===== src/rtl/hex_keypad_scanner_pkg.sv =====
// -----------------------------------------------------------------------------
// hex_keypad_scanner_pkg
// Shared definitions for the 4x4 hex keypad scanner:
//   - FSM state encoding (SCAN / DEBOUNCE / HELD)
//   - 16-entry key map indexed by {row, col}
//   - helper functions for key lookup and single-column detection
// -----------------------------------------------------------------------------
package hex_keypad_scanner_pkg;

  localparam logic [1:0] ST_SCAN     = 2'd0;
  localparam logic [1:0] ST_DEBOUNCE = 2'd1;
  localparam logic [1:0] ST_HELD     = 2'd2;

  // Entry {row, col}; element 0 is row 0 / column 0 (key '1').
  // Rows: r0 = 1 2 3 A, r1 = 4 5 6 B, r2 = 7 8 9 C, r3 = 0 F E D.
  localparam logic [15:0][3:0] KEY_MAP = {
    4'hD, 4'hE, 4'hF, 4'h0,
    4'hC, 4'h9, 4'h8, 4'h7,
    4'hB, 4'h6, 4'h5, 4'h4,
    4'hA, 4'h3, 4'h2, 4'h1
  };

  // Hex value of the key at (row, col).
  function automatic logic [3:0] key_lookup(input logic [1:0] row, input logic [1:0] col);
    return KEY_MAP[{row, col}];
  endfunction

  // Returns {valid, col_index}; valid only when exactly one column is low.
  function automatic logic [2:0] single_low_col(input logic [3:0] cols);
    logic [2:0] res;
    case (cols)
      4'b1110: res = 3'b1_00;
      4'b1101: res = 3'b1_01;
      4'b1011: res = 3'b1_10;
      4'b0111: res = 3'b1_11;
      default: res = 3'b0_00;
    endcase
    return res;
  endfunction

endpackage


===== src/rtl/hex_keypad_scanner_scan_tick_gen.sv =====
// -----------------------------------------------------------------------------
// scan_tick_gen
// Free-running prescaler producing a one-cycle scan tick every SCAN_DIV clocks.
// Ports:
//   clk   - system clock
//   rst_n - asynchronous active-low reset
//   tick  - registered one-cycle strobe, high while the prescaler is at
//           SCAN_DIV-1
// -----------------------------------------------------------------------------
module scan_tick_gen #(
  parameter int SCAN_DIV = 100000
) (
  input  logic clk,
  input  logic rst_n,
  output logic tick
);

  localparam int CNT_W = $clog2(SCAN_DIV);
  localparam logic [CNT_W-1:0] CNT_LAST = CNT_W'(SCAN_DIV - 1);
  localparam logic [CNT_W-1:0] CNT_PRE  = CNT_W'(SCAN_DIV - 2);
  localparam logic [CNT_W-1:0] CNT_ONE  = CNT_W'(1);

  logic [CNT_W-1:0] count_r;
  logic             tick_r;

  // Prescaler wrap at SCAN_DIV-1; tick is registered one count early so it
  // is high exactly during the cycle the prescaler sits at SCAN_DIV-1.
  always_ff @(posedge clk or negedge rst_n) begin
    if (!rst_n) begin
      count_r <= '0;
      tick_r  <= 1'b0;
    end else begin
      if (count_r == CNT_LAST) begin
        count_r <= '0;
      end else begin
        count_r <= count_r + CNT_ONE;
      end
      tick_r <= (count_r == CNT_PRE);
    end
  end

  assign tick = tick_r;

endmodule


===== src/rtl/hex_keypad_scanner.sv =====
// -----------------------------------------------------------------------------
// hex_keypad_scanner
// Scans a 4x4 matrix keypad one row at a time, debounces press and release,
// and shifts each accepted key into a 4-digit display register.
// Ports:
//   clk       - system clock
//   rst_n     - asynchronous active-low reset
//   col_n     - keypad columns, active-low, asynchronous to clk
//   clear     - synchronous request to zero the digits register
//   row_n     - active-low row drive, exactly one bit low
//   key_code  - hex value of the last accepted key
//   key_valid - one-cycle pulse on key acceptance
//   key_held  - high while the accepted key stays pressed
//   digits    - last four accepted keys, newest in [3:0]
// -----------------------------------------------------------------------------
module hex_keypad_scanner
  import hex_keypad_scanner_pkg::*;
#(
  parameter int SCAN_DIV       = 100000,
  parameter int DEBOUNCE_TICKS = 8
) (
  input  logic        clk,
  input  logic        rst_n,
  input  logic [3:0]  col_n,
  input  logic        clear,
  output logic [3:0]  row_n,
  output logic [3:0]  key_code,
  output logic        key_valid,
  output logic        key_held,
  output logic [15:0] digits
);

  // The counter only ever holds values below DEBOUNCE_TICKS; the terminal
  // value is detected on the incremented value.
  localparam int DB_W = (DEBOUNCE_TICKS > 1) ? $clog2(DEBOUNCE_TICKS) : 1;
  localparam logic [DB_W:0] DB_TERM = (DB_W + 1)'(DEBOUNCE_TICKS);
  localparam logic [DB_W:0] DB_ONE  = (DB_W + 1)'(1);

  logic [3:0]      col_meta_r;
  logic [3:0]      col_sync_r;
  logic            tick_s;

  logic [1:0]      state_r;
  logic [1:0]      state_nxt_s;
  logic [1:0]      row_r;
  logic [1:0]      row_nxt_s;
  logic [1:0]      col_lat_r;
  logic [1:0]      col_lat_nxt_s;
  logic [DB_W-1:0] db_cnt_r;
  logic [DB_W-1:0] db_cnt_nxt_s;
  logic [DB_W:0]   cnt_inc_s;
  logic            cnt_done_s;
  logic [2:0]      single_s;
  logic            accept_s;
  logic [3:0]      key_s;

  logic [3:0]      row_n_r;
  logic [3:0]      key_code_r;
  logic            key_valid_r;
  logic            key_held_r;
  logic [15:0]     digits_r;

  scan_tick_gen #(
    .SCAN_DIV (SCAN_DIV)
  ) u_scan_tick_gen (
    .clk   (clk),
    .rst_n (rst_n),
    .tick  (tick_s)
  );

  // Two-flop synchronizer for the asynchronous column inputs (idle = all high).
  always_ff @(posedge clk or negedge rst_n) begin
    if (!rst_n) begin
      col_meta_r <= 4'b1111;
      col_sync_r <= 4'b1111;
    end else begin
      col_meta_r <= col_n;
      col_sync_r <= col_meta_r;
    end
  end

  assign single_s   = single_low_col(col_sync_r);
  assign cnt_inc_s  = {1'b0, db_cnt_r} + DB_ONE;
  assign cnt_done_s = (cnt_inc_s == DB_TERM);
  assign key_s      = key_lookup(row_r, col_lat_r);

  // Next-state logic: all transitions happen only on scan ticks.
  always_comb begin
    state_nxt_s   = state_r;
    row_nxt_s     = row_r;
    col_lat_nxt_s = col_lat_r;
    db_cnt_nxt_s  = db_cnt_r;
    accept_s      = 1'b0;
    if (tick_s) begin
      case (state_r)
        ST_SCAN: begin
          if (single_s[2]) begin
            col_lat_nxt_s = single_s[1:0];
            db_cnt_nxt_s  = '0;
            state_nxt_s   = ST_DEBOUNCE;
          end else begin
            row_nxt_s = row_r + 2'd1;
          end
        end
        ST_DEBOUNCE: begin
          if (single_s[2] && (single_s[1:0] == col_lat_r)) begin
            if (cnt_done_s) begin
              accept_s     = 1'b1;
              db_cnt_nxt_s = '0;
              state_nxt_s  = ST_HELD;
            end else begin
              db_cnt_nxt_s = cnt_inc_s[DB_W-1:0];
            end
          end else begin
            db_cnt_nxt_s = '0;
            row_nxt_s    = row_r + 2'd1;
            state_nxt_s  = ST_SCAN;
          end
        end
        ST_HELD: begin
          // Any low column (the same key or another one) restarts release timing.
          if (col_sync_r == 4'b1111) begin
            if (cnt_done_s) begin
              db_cnt_nxt_s = '0;
              row_nxt_s    = row_r + 2'd1;
              state_nxt_s  = ST_SCAN;
            end else begin
              db_cnt_nxt_s = cnt_inc_s[DB_W-1:0];
            end
          end else begin
            db_cnt_nxt_s = '0;
          end
        end
        default: begin
          state_nxt_s  = ST_SCAN;
          row_nxt_s    = 2'd0;
          db_cnt_nxt_s = '0;
        end
      endcase
    end else begin
      state_nxt_s = state_r;
    end
  end

  // FSM registers plus row drive and held flag, kept in step with the state.
  always_ff @(posedge clk or negedge rst_n) begin
    if (!rst_n) begin
      state_r    <= ST_SCAN;
      row_r      <= 2'd0;
      col_lat_r  <= 2'd0;
      db_cnt_r   <= '0;
      row_n_r    <= 4'b1110;
      key_held_r <= 1'b0;
    end else begin
      state_r    <= state_nxt_s;
      row_r      <= row_nxt_s;
      col_lat_r  <= col_lat_nxt_s;
      db_cnt_r   <= db_cnt_nxt_s;
      row_n_r    <= ~(4'b0001 << row_nxt_s);
      key_held_r <= (state_nxt_s == ST_HELD);
    end
  end

  // Accepted-key outputs: pulse, code, and digit shift register with clear.
  always_ff @(posedge clk or negedge rst_n) begin
    if (!rst_n) begin
      key_valid_r <= 1'b0;
      key_code_r  <= 4'h0;
      digits_r    <= 16'h0000;
    end else begin
      key_valid_r <= accept_s;
      if (accept_s) begin
        key_code_r <= key_s;
      end else begin
        key_code_r <= key_code_r;
      end
      // A clear in the accept cycle keeps only the new key.
      if (accept_s && clear) begin
        digits_r <= {12'h000, key_s};
      end else if (accept_s) begin
        digits_r <= {digits_r[11:0], key_s};
      end else if (clear) begin
        digits_r <= 16'h0000;
      end else begin
        digits_r <= digits_r;
      end
    end
  end

  assign row_n     = row_n_r;
  assign key_code  = key_code_r;
  assign key_valid = key_valid_r;
  assign key_held  = key_held_r;
  assign digits    = digits_r;

endmodule

===== config.mk =====
export PLATFORM = sky130hd
export DESIGN_NAME = hex_keypad_scanner
export DESIGN_NICKNAME = d
export VERILOG_FILES = /design/src/rtl/hex_keypad_scanner_pkg.sv /design/src/rtl/hex_keypad_scanner_scan_tick_gen.sv /design/src/rtl/hex_keypad_scanner.sv
export SDC_FILE = /design/constraint.sdc
export NUM_CORES = 1
export LEC_CHECK = 0
export ABC_CLOCK_PERIOD_IN_PS = 2300
export CORE_MARGIN = 5
export CORE_UTILIZATION = 45
export DETAILED_ROUTE_END_ITERATION = 6
export DONT_BUFFER_PORTS = 1
export GPL_ROUTABILITY_DRIVEN = 0
export GPL_TIMING_DRIVEN = 0
export PLACE_DENSITY = 0.73
export SETUP_SLACK_MARGIN = 0.1
export SLEW_MARGIN = 0
export SYNTH_ARGS = -nofsm -noshare
export SYNTH_HDL_FRONTEND = slang
export SYNTH_SLANG_ARGS = --single-unit

===== constraint.sdc =====
create_clock -name clk -period 2.3 [get_ports clk]
set_input_delay 0.69 -clock clk [delete_from_list [all_inputs] [get_ports clk]]
set_output_delay 0.69 -clock clk [all_outputs]
set_load 0.02 [all_outputs]

# Yosys cells after proc, flatten, opt, wreduce, memory -nomap -nowiden
# Memories as Yosys holds them, arrays and structs flattened.
# Cells that the tools add are included.
op_classes:
  add_sub_neg: 3
  order_cmp: 1
  eq_ne: 13
  n_shift: 1
  mux: 28
  bitwise: 1
  n_reduce_logical: 6
ops:
  columns: ["op", "n"]
  rows:
  - ["2-to-1 mux 16 bit", 3]
  - ["equality test 17 bit (second input constant)", 2]
  - ["2-to-1 mux 2 bit", 11]
  - ["equality test 4 bit (second input constant)", 5]
  - ["adder 17 x 1 -> 17 bit (second input constant)", 1]
  - ["2-to-1 mux 17 bit", 1]
  - ["2-to-1 mux 3 bit", 4]
  - ["case mux 2 bit (3 select lines)", 2]
  - ["case mux 3 bit (4 select lines)", 1]
  - ["case mux 3 bit (3 select lines)", 1]
  - ["< comparator 4 x 5 -> 1 bit (second input constant)", 1]
  - ["adder 3 x 1 -> 4 bit (second input constant)", 1]
  - ["equality test 2 bit (second input constant)", 2]
  - ["equality test 4 x 3 -> 1 bit (second input constant)", 1]
  - ["2-to-1 mux 1 bit", 4]
  - ["2-to-1 mux 4 bit", 1]
  - ["NOT 4 bit", 1]
  - ["<< shifter 1 x 2 -> 4 bit (first input constant)", 1]
  - ["AND reduction 3 bit", 1]
  - ["nonzero test 3 bit", 1]
  - ["adder 2 x 1 -> 2 bit (second input constant)", 1]
  - ["equality test 2 x 1 -> 1 bit (second input constant)", 1]
  - ["equality test 2 bit", 1]
  - ["logical AND 1 bit", 2]
  - ["3 further kinds", 3]
word_totals:
  register_bits: 61
  romBits: 64
  inputBits: 7
  mem_count: 1
memory_table:
  columns: ["name", "words", "word_bits", "rd", "rd_ports_with_merged_regs", "wr", "line", "source"]
  rows:
  - ["(no name shown)", 16, 4, 1, 0, 0, "hex_keypad_scanner_pkg.sv:25", "return KEY_MAP[{row, col}];"]

# Depth between registers and ports, before layout
depth:
  depth_word: 9
  mapped_depth: 9
  mapped_depth_nobuf: 7

# Modules after synthesis
# From an unflattened synthesis, not the netlist that was laid out.
unflattened:
  cells_unflattened: 297
  area_unflattened_um2: 2996.6
by_module_without_submodules:
  columns: ["mod", "n_inst", "cells_each", "area_each_um2", "seq_area_each_um2"]
  rows:
  - ["hex_keypad_scanner", 1, 219, 2123.3, 1089.8]
  - ["scan_tick_gen", 1, 78, 873.3, 450.4]

# Worst setup path after synthesis
# OpenSTA, ideal clock, no wires.
synth_path:
  kind: "register -> register"
  start: "register col_sync_r[3]"
  end: "register row_n_r[1], in the netlist row_n[1]"
  setup_ns: 0.088
  t_arrival_ns: 2.060
  path_slack_ns: 0.152
  stages_incl_launch_ff: 7
  path_buffers: 0
  path_cell_list: "dfstp_2 > or3b_1 > a211o_1 > a21boi_4 > o21ai_2 > o211a_1 > or3_1"
synth_between:
  elab_chain_cells: 9
synth_rtl:
  columns: ["item", "line", "source"]
  rows:
  - ["start: declaration", "hex_keypad_scanner.sv:40", "logic [3:0] col_sync_r;"]
  - ["start signal: assignment", "hex_keypad_scanner.sv:78", "col_sync_r <= col_meta_r;"]
  - ["equality test 4 x 3 -> 1 bit / equality test 4 bit (equally long branches)", "hex_keypad_scanner_pkg.sv:31", "case (cols)"]
  - ["case mux 3 bit (4 select lines)", "hex_keypad_scanner_pkg.sv:31", null]
  - ["equality test 2 bit", "hex_keypad_scanner.sv:106", "if (single_s[2] && (single_s[1:0] == col_lat_r)) begin"]
  - ["logical AND 1 bit", "hex_keypad_scanner.sv:106", null]
  - ["2-to-1 mux 2 bit", "hex_keypad_scanner.sv:106", null]
  - ["case mux 2 bit (3 select lines) (*)", "hex_keypad_scanner.sv:95", "case (state_r)"]
  - ["2-to-1 mux 2 bit (*)", "hex_keypad_scanner.sv:94", "if (tick_s) begin"]
  - ["<< shifter 1 x 2 -> 4 bit (*)", "hex_keypad_scanner.sv:159", "row_n_r <= ~(4'b0001 << row_nxt_s);"]
  - ["NOT 4 bit (*)", "hex_keypad_scanner.sv:159", null]
  - ["end signal: assignment", "hex_keypad_scanner.sv:159", null]
  - ["end: declaration", "hex_keypad_scanner.sv:57", "logic [3:0] row_n_r;"]
# Every way passes the cells marked *; elsewhere a longest branch is shown, timed or not.
# A chain may end at the register's enable or synchronous reset.

# Worst setup path in the final report
# Same ends and word-level chain as after synthesis.

==> flow_summary.yaml <==
run_status:
  outcome: "finished clean"
global_routing:
  grt_use_met2: 0.215
  antenna_found_initial: 0
  met3_usage: 0.0667
  globalRouteTotalUtil: 0.149
  grt_max_degree: 62
  grt_pass1_vias: 2027
  gr-usage-met1: 0.196
  grt_busiest_layer: "met2"
  grt_pass1_wl_microns: 9870
  grt_overflow_total: 0
timing:
  slew_viol_final: 0
  finalWorstSetupSlack_ps: 145
  rsz0062_at_grt: "true"
  fmax_mhz: 464
  period_needed_ps: 2160
  slew_headroom: 0.657
  hold_violations: 0
  setup_violations: 0
  fin_skew_ps: 12.5
  worstMarginPinSlew_ps: 515
  period_share: 0.937
  hold_ws_ps: 34.0
power:
  power_frac_comb: 0.023
  p_clk_frac: 0.481
  powerDensity_mw_per_mm2: 654
  switching_power_mw: 0.479
  leakage_nw: 1.51
  intPower_mw: 1.72
  finalPower_mw: 2.20
  pwr-share-seq: 0.496
  vdd_drop_max_v: 0.000515
  swShare: 0.218
synthesis:
  synth_cell_types: 51
  yosys.area.top_type: "dfrtp_1"
  synth_top_cells_by_area: "dfrtp_1 (43%), dfstp_2 (9.9%), nand2_1 (5.5%)"
  synthDominantCellAreaShare: 0.430
  synth_edf_count: 0
  netlist_instances: 286
  netlist_area_sq_mm: 0.00291
  synth_ff_type: "dfrtp_1"
  ys_seq_elements: 61
  syn_nets: 303
  syn_area_per_cell_sq_um: 10.2
  ys_warn_count: 0
  async_flop_share: 1.00
  ys_seq_area_frac: 0.529
placement:
  placement.io_buffers: 0
  pre_cts_ws_ps: -22.1
  dpl_cell_area_sq_mm: 0.00301
  place_hpwl_microns: 3790
cts:
  clk_pin_slew_worst_paths_ps: 70
  cts-root-buf: "clkbuf_8"
  cts_num_sinks: 61
  numCtsBuffers: 9
  htreeDepth: 3
  cts_tree: "done"
  clockBufferDepth: 2
  clk_latency_ps: 350
route:
  viasPerCell: 5.48
  drt_iter0_markers: 88
  route.detailed.drc: 0
  postRouteAntennaNets: 0
  routedWlPerCell_microns: 14.9
  routed_wl_microns: 5790
  dr.pass1.iters: 4
  vias: 2126
finish:
  final_cell_mix: "dfrtp_1 (50), nand2_1 (43), nor2_1 (20)"
  antenna_cells: 0
  mostFrequentLayoutCell: "dfrtp_1"
  fillers: 550
  fin_nets: 323
  final_cell_area_sq_mm: 0.00336
  layout-drive-gt1-share: 0.180
  regArea_sq_mm: 0.00154
  multi_input_area_sq_mm: 0.00131
  syn_to_final_growth_pct: 15.5
run:
  drv_cap: 0
worst_setup_path:
  slowest_stage: "dfstp_2"
  startpoint_type: "flip-flop"
  worstSetupPathType: "flip-flop to flip-flop"
  reg2reg_depth: 6
  max_stage_delay_ps: 540
  r2r-end: "row_n[1]"
  critPathRequiredTime_ps: 2560
  cp_max_fo: 3
  rr_startpoint: "col_sync_r[3]"
  cp.arrival_ps: 2410
  end_kind: "flip-flop"
  r2r_slack_ps: 140
  path_cells: "or3b_1 > a211o_1 > a21boi_4 > o21ai_2 > o211a_1 > or3_1"
floorplanning:
  rows: 29
  fp.dieH_microns: 90.4
  core_sq_mm: 0.00631
  die-area_sq_mm: 0.00818
  start_util: 0.461
  io_pins: 33
  chipWidth_microns: 90.4
worst_hold_path:
  hp-class: "primary input to asynchronous set/reset pin"
-- repair_timing --
item | 4_1_cts | 5_1_grt
endpoints found under the setup margin | 20 | 30
setup buffers | 5 | 2
hold buffers | 0 | 2
pin swaps | 2 | 6
endpoints found under the hold margin | 0 | 8
resized for setup | 4 | 17
-- layout make-up --
type                    instances  area share
flip-flops and latches         61       0.458
inverters                      15      0.0175
well taps                      77      0.0287
multi-input cells             200       0.391
plain buffers                  10      0.0175
clock buffers                   9      0.0368
clock inverters                 7      0.0290
repair buffers                  9      0.0216
-- worst max-delay path, delay by kind of cell, from the launching register on --
family / cells / cell delay (ps)
compound gates: 4 / 870
flops: 1 / 540
simple gates: 2 / 660
-- metal layers --
| metal | part of all wire | wire (microns) | vias to the layer above |
|---|---|---|---|
| met4 | 0.019 | 111 | 0 |
| met3 | 0.054 | 314 | 10 |
| met1 | 0.46 | 2640 | 1043 |
| li1 | - | - | 1030 |
| met5 | 0 | 0 | - |
| met2 | 0.47 | 2720 | 43 |
-- power groups by stage --
stage | sequential [mW] | combinational (mW) | clock, mW
6_report | 1.09 | 0.0503 | 1.06
5_1_grt | 1.09 | 0.0560 | 1.15
4_1_cts | 1.09 | 0.0376 | 1.09
3_5_place_dp | 1.11 | 0.0315 | 0
3_3_place_gp | 1.11 | 0.0312 | 0
2_1_floorplan | 1.11 | 0.0263 | 0
-- synth_stat cells (2+ instances only) --
cell	count
nand2_1	43
nand2b_1	3
nand3_2	2
xor2_1	7
or3b_1	2
or3_1	2
nor2b_1	2
nor2_1	21
inv_1	14
a31oi_1	3
nand3b_1	5
dfrtp_1	50
a21o_1	5
ha_1	10
and3_1	4
a211o_1	2
a211oi_1	2
o21ai_0	7
a311oi_1	2
buf_2	2
xnor2_1	10
a21oi_1	19
and2_1	3
nor3_1	5
o21a_1	3
dfstp_2	11
clkbuf_1	7
nand4_1	6
a22o_1	2
nand3_1	11
-- flip-flops by register name (all words and copies together), names as in the netlist, 2 cells and up --
name / cells
digits: 16
row_r: 2
state_r: 2
key_code: 4
col_lat_r: 2
col_sync_r: 4
u_scan_tick_gen.count_r: 17
db_cnt_r: 3
row_n: 4
col_meta_r: 4
-- cell families (layout without fill, tap and decap cells) --
| kind of cell | Yosys count | after routing | synth area share |
|---|---|---|---|
| AND/OR/NAND/NOR | 114 | 114 | 0.194 |
| adder cells (fa/ha/maj) | 10 | 10 | 0.0430 |
| buffers and inverters | 25 | 50 | 0.0357 |
| flip-flops | 61 | 61 | 0.529 |
| AO/OA/AOI/OAI | 56 | 56 | 0.132 |
| XOR/XNOR | 17 | 17 | 0.0512 |
| multiplexers | 3 | 3 | 0.0150 |
-- through the flow --
stage | setup TNS [ps] | util | cells
2_1_floorplan | 0 | - | 286
3_3_place_gp | -1.66 | 0.476 | 363
3_5_place_dp | -56.4 | 0.476 | 363
4_1_cts | 0 | 0.519 | 384
5_1_grt | 0 | 0.533 | 388
6_report | 0 | 0.533 | 388
-- worst max-delay path by stage --
| stage | slack (ps) | depth (start not counted) | startpoint | to |
|---|---|---|---|---|
| after CTS | 100 | 7 | col_lat_r[0] | row_n[1] |
| final | 140 | 6 | col_sync_r[3] | row_n[1] |
| after detailed placement | -20 | 8 | col_sync_r[3] | digits[8] |
| after floorplan | 150 | 6 | col_sync_r[3] | row_n[1] |
| after global routing | 70 | 7 | col_sync_r[3] | row_r[1] |
| after global placement | -2 | 7 | col_sync_r[3] | digits[2] |
No activity file was read; power rests on OpenSTA's default activity.
